File: src/rtl/toggle_run_decoder.sv
// Purpose : measures runs of an alternating strobe and reports length, stuck-high error and saturation.
// Latency : report is valid on the edge after the sample that ends the run.
// Backpr. : report holds (valid/data stable) until out_valid & out_ready; strobe/in_en ignored meanwhile.
//
// Ports:
//   iccad_clk, iccad_rst_n   clock, async active-low reset
//   strobe                   toggle stream from upstream generator
//   in_en                    decoder enable; dropping it mid-run discards the run
//   out_ready                consumer accepts report
//   out_valid/out_len/out_err/out_sat  report (data forced to 0 while out_valid=0)
module toggle_run_decoder #(
    parameter int LEN_W = 8
) (
    input  logic             iccad_clk,
    input  logic             iccad_rst_n,
    input  logic             strobe,
    input  logic             in_en,
    input  logic             out_ready,
    output logic             out_valid,
    output logic [LEN_W-1:0] out_len,
    output logic             out_err,
    output logic             out_sat
);

    typedef enum logic [1:0] {
        IDLE   = 2'd0,
        RUN    = 2'd1,
        REPORT = 2'd2
    } state_t;

    state_t             r_state;
    logic               r_s_q;
    logic               r_seen0;
    logic [LEN_W-1:0]   r_cnt;
    logic               r_err;
    logic               r_sat;
    logic               r_valid;

    state_t             w_state_nxt;
    logic [LEN_W-1:0]   w_cnt_nxt;
    logic               w_err_nxt;
    logic               w_sat_nxt;
    logic               w_rise;

    // r_s_q resets to 0, which would make a strobe held high through reset look
    // like a rise; r_seen0 demands a genuine 0 sample before any run can start.
    assign w_rise = strobe & ~r_s_q & r_seen0;

    always_ff @(posedge iccad_clk or negedge iccad_rst_n) begin
        if (!iccad_rst_n) begin
            r_state <= IDLE;
            r_s_q   <= 1'b0;
            r_seen0 <= 1'b0;
            r_cnt   <= '0;
            r_err   <= 1'b0;
            r_sat   <= 1'b0;
            r_valid <= 1'b0;
        end else begin
            r_state <= w_state_nxt;
            r_s_q   <= strobe;
            r_seen0 <= r_seen0 | ~strobe;
            r_cnt   <= w_cnt_nxt;
            r_err   <= w_err_nxt;
            r_sat   <= w_sat_nxt;
            r_valid <= (w_state_nxt == REPORT);
        end
    end

    always_comb begin
        w_state_nxt = r_state;
        w_cnt_nxt   = r_cnt;
        w_err_nxt   = r_err;
        w_sat_nxt   = r_sat;
        case (r_state)
            IDLE: begin
                w_cnt_nxt = '0;
                w_err_nxt = 1'b0;
                w_sat_nxt = 1'b0;
                if (in_en && w_rise) begin
                    w_state_nxt = RUN;
                    w_cnt_nxt   = LEN_W'(1);
                end
            end
            RUN: begin
                if (!in_en) begin
                    // Discard takes priority over any run-ending condition.
                    w_state_nxt = IDLE;
                    w_cnt_nxt   = '0;
                    w_err_nxt   = 1'b0;
                    w_sat_nxt   = 1'b0;
                end else if (strobe != r_s_q) begin
                    if (r_cnt == {LEN_W{1'b1}}) begin
                        w_sat_nxt = 1'b1;
                    end else begin
                        w_cnt_nxt = r_cnt + LEN_W'(1);
                    end
                end else begin
                    // Stall: low level is a clean end, high level means stuck.
                    w_state_nxt = REPORT;
                    w_err_nxt   = strobe;
                end
            end
            REPORT: begin
                if (out_ready) begin
                    w_state_nxt = IDLE;
                    w_cnt_nxt   = '0;
                    w_err_nxt   = 1'b0;
                    w_sat_nxt   = 1'b0;
                end
            end
            default: begin
                w_state_nxt = IDLE;
                w_cnt_nxt   = '0;
                w_err_nxt   = 1'b0;
                w_sat_nxt   = 1'b0;
            end
        endcase
    end

    assign out_valid = r_valid;
    assign out_len   = r_valid ? r_cnt : '0;
    assign out_err   = r_valid & r_err;
    assign out_sat   = r_valid & r_sat;

endmodule

File: config.mk
export PLATFORM = sky130hd
export DESIGN_NAME = toggle_run_decoder
export DESIGN_NICKNAME = d
export VERILOG_FILES = /design/src/rtl/toggle_run_decoder.sv
export SDC_FILE = /design/constraint.sdc
export NUM_CORES = 1
export LEC_CHECK = 0
export CAP_MARGIN = 40
export CELL_PAD_IN_SITES_DETAIL_PLACEMENT = 1
export CELL_PAD_IN_SITES_GLOBAL_PLACEMENT = 1
export CORE_AREA = 10 10 64 66
export DETAILED_ROUTE_END_ITERATION = 6
export DIE_AREA = 0 0 74 76
export PLACE_DENSITY = 0.6
export SLEW_MARGIN = 20
export SYNTH_ARGS = -nofsm -noshare
export SYNTH_HDL_FRONTEND = slang
export SYNTH_SLANG_ARGS = --single-unit
File: constraint.sdc
create_clock -name iccad_clk -period 2.2 [get_ports iccad_clk]
set_input_delay 0.44 -clock iccad_clk [delete_from_list [all_inputs] [get_ports iccad_clk]]
set_output_delay 0.44 -clock iccad_clk [all_outputs]
set_load 0.01 [all_outputs]
==> results.md <==
- Outcome: finished clean
- CP cell instances: and2_1, clkdlybuf4s50_1
- Initial antenna violation count: 0
- Worst path arrival time: about 1.5 ns
- Startpoint Class: register
- Initial core utilization: between 20% and 30%
- Clock skew: between 0.005 and 0.006 ns
- Top post-synthesis cells by count: dfrtp_1, and2_1, a21oi_1, o21ai_0
- Worst-path maximum fanout: 11
- Post-DP HPWL: 1580 µm
- Post-synth ARST share: between 90% and 100%
- Placer Congestion: 0.690
- Die area: 5620 µm²
- Site row count: 20
- Sequential area share after synthesis: 46.2%
- Post-CTS Hold Buffers: 0
- Top-area cell type share of the netlist area: 46.2%
- FILL cells: 358
- Pwr Density: approximately 480 nW/µm²
- Vias in the first global route: 684
- Final hold violation count: 0
- Vias: 708
- Post-route clock period utilization: approximately nine tenths
- DRC viols: 0
- Crit path time final: between 1.5 and 2 ns
- Layout Nets: around 110
- Area delta synth->final: 30.2%
- CP Capture Type: primary output
- Max Cap Violations: 0
- Post-Syn Instances: 83
- CTS tree: built
- First-pass GRT wire length: about 3300 µm
- Synth area leaders: dfrtp_1, and2_1, a21oi_1
- Die Span Y: between 70 and 80 µm
- Post-DR wirelength/cell: approximately 15 µm
- Gr ovfl total: 0
- EDFF count, synth: 0
- Synth Register Bits: 15
- Setup repair bufs after CTS: 0
- Clk_lat worst skew: roughly 0.29 ns
- Yosys warns: 0
- Sequential Area: around 380 µm²
- Largest area contributor in the netlist: dfrtp_1
- Cell area after synthesis: 813 µm²
- Fmax: approximately 500 MHz
- CP max-delay cell: clkdlybuf4s50_1
- Post-synthesis cell type count: 29
- Cts repair resizes: 0
- DRT antenna net count: 0
- Crit-path leading delay family: buffers and inverters
- Worst Max-Slew Pin Slew: 0.347 ns
- CP max stage delay: 0.53 ns
- Static leakage: ~0.45 nW
- Clock-pin transition on the worst setup and hold timing paths: around 0.10 ns
- CP Class: reg -> out
- Net Count, Synth: 90
- H-tree depth: 1
- Layout cells sized above 1: 12.3%
- Avg Vias per Cell: approximately 5.1
- Die width: approximately 74 µm
- Hold crit path type: in -> async
- Initial DRC count: 13
- Required time of the critical path: between 1.5 and 2 ns
- Total Routed Length: around 2000 µm
- Worst path buffer plus inverter count: 1
- Core area: around 2900 µm²
- Max Slew Vio Count: 0
- Overall Power: between 500 and 600 µW
- Slew HR: 76.7%
- CTS sink count: 15
- CTS Buf Count: 3
- Final Util: between 30% and 40%
- Multi-input gate area: about 400 µm²
- CTS Root Cell: clkbuf_4
- Number of port buffers: 15
- Antenna fix cells: 0
- Gr usage total: 7.34%
- Largest net degree at the start of global routing: 16
- Post-synthesis average cell area: about 9.8 µm²
- RSZ-0062 raised after global routing: false
- Endpoints failing setup: 0
- CTS Buffer Depth: 2
- Number of I/O pins: 16
- Main flop type after synthesis: dfrtp_1
- Most frequent cell after synthesis: dfrtp_1
- DR pass1 iterations: 4
- VDD IR max: between 200 and 300 µV
==> power by group <==
group          internal (mW)  leakage, nW  total [mW]  switching (mW)
clock network         0.0677       0.0177       0.163          0.0951
logic                 0.0254        0.235      0.0517          0.0263
registers              0.281        0.201       0.289         0.00751
==> path summary, 6_finish.rpt <==
check	slack [ns]	from	depth (start not counted)	to
setup / recovery	0.25	out_valid	2	out_len[7]
hold reg to reg	0.50	r_sat	2	r_sat
min in group iccad_clk	0.50	r_sat	2	r_sat
max in group asynchronous	1.55	iccad_rst_n	2	r_cnt[2]
hold / removal	0.46	iccad_rst_n	2	r_cnt[7]
setup reg to reg	0.54	r_s_q	6	r_cnt[6]
==> flip-flops by register name, summed over array words and instances, names as in the netlist <==
signal and flops:
r_sat 1, r_state 2, r_err 1, r_seen0 1
r_s_q 1, r_cnt 8, out_valid 1
==> kinds of logic after synthesis <==
logic type | after synthesis | share of synthesized area, %
compound gates | 18 | 15.1
fa+ha+maj | 2 | 3.08
buf+inv | 5 | 3.23
flops | 15 | 46.2
simple gates | 43 | 32.5
==> per-layer routing <==
| layer | global-route usage [%] | share of wire (%) | vias up |
|---|---|---|---|
| met2 | 11.3 | 46 | 16 |
| li1 | - | - | 348 |
| met5 | 0 | 0 | - |
| met4 | 3.92 | 2.2 | 0 |
| met3 | 2.34 | 6.8 | 5 |
| met1 | 8.64 | 45 | 339 |
==> cell type report <==
type,instances,share of cell area [%]
multi-input cells,63,38.9
clock buffers,3,2.13
repair buffers,20,17.7
well taps,33,3.90
flip-flops and latches,15,35.5
clock inverters,1,0.473
inverters,4,1.42
==> metrics by stage <==
step	setup WS (ns)	hold WS, ns	std cells	instance area (µm²)	TNS (ns)
global placement	0.0479	0.481	135	1030	0
floorplan	0.492	0.144	83	813	0
CTS	0.179	0.460	139	1060	0
finish	0.246	0.464	139	1060	0
global route	0.127	0.472	139	1060	0
detailed placement	-0.0153	0.483	135	1030	-0.0153
==> layout by cell type, fill, tap and decap left out, drive strengths merged <==
cell / count
nand2: 5
clkinv: 1
and3: 2
buf: 5
nor2: 4
a31o: 1
nand3: 5
clkdlybuf4s50: 15
dfrtp: 15
nand4: 1
or3b: 1
a21oi: 6
a211oi: 1
ha: 2
inv: 4
nand4b: 1
or3: 4
a32o: 1
and2: 10
or2b: 2
o21ai: 6
a221oi: 1
nor3b: 2
o211ai: 1
nor3: 1
nand3b: 1
and4b: 1
and4: 1
nand2b: 2
clkbuf: 3
a31oi: 1
No activity file was read; power rests on OpenSTA's default activity.
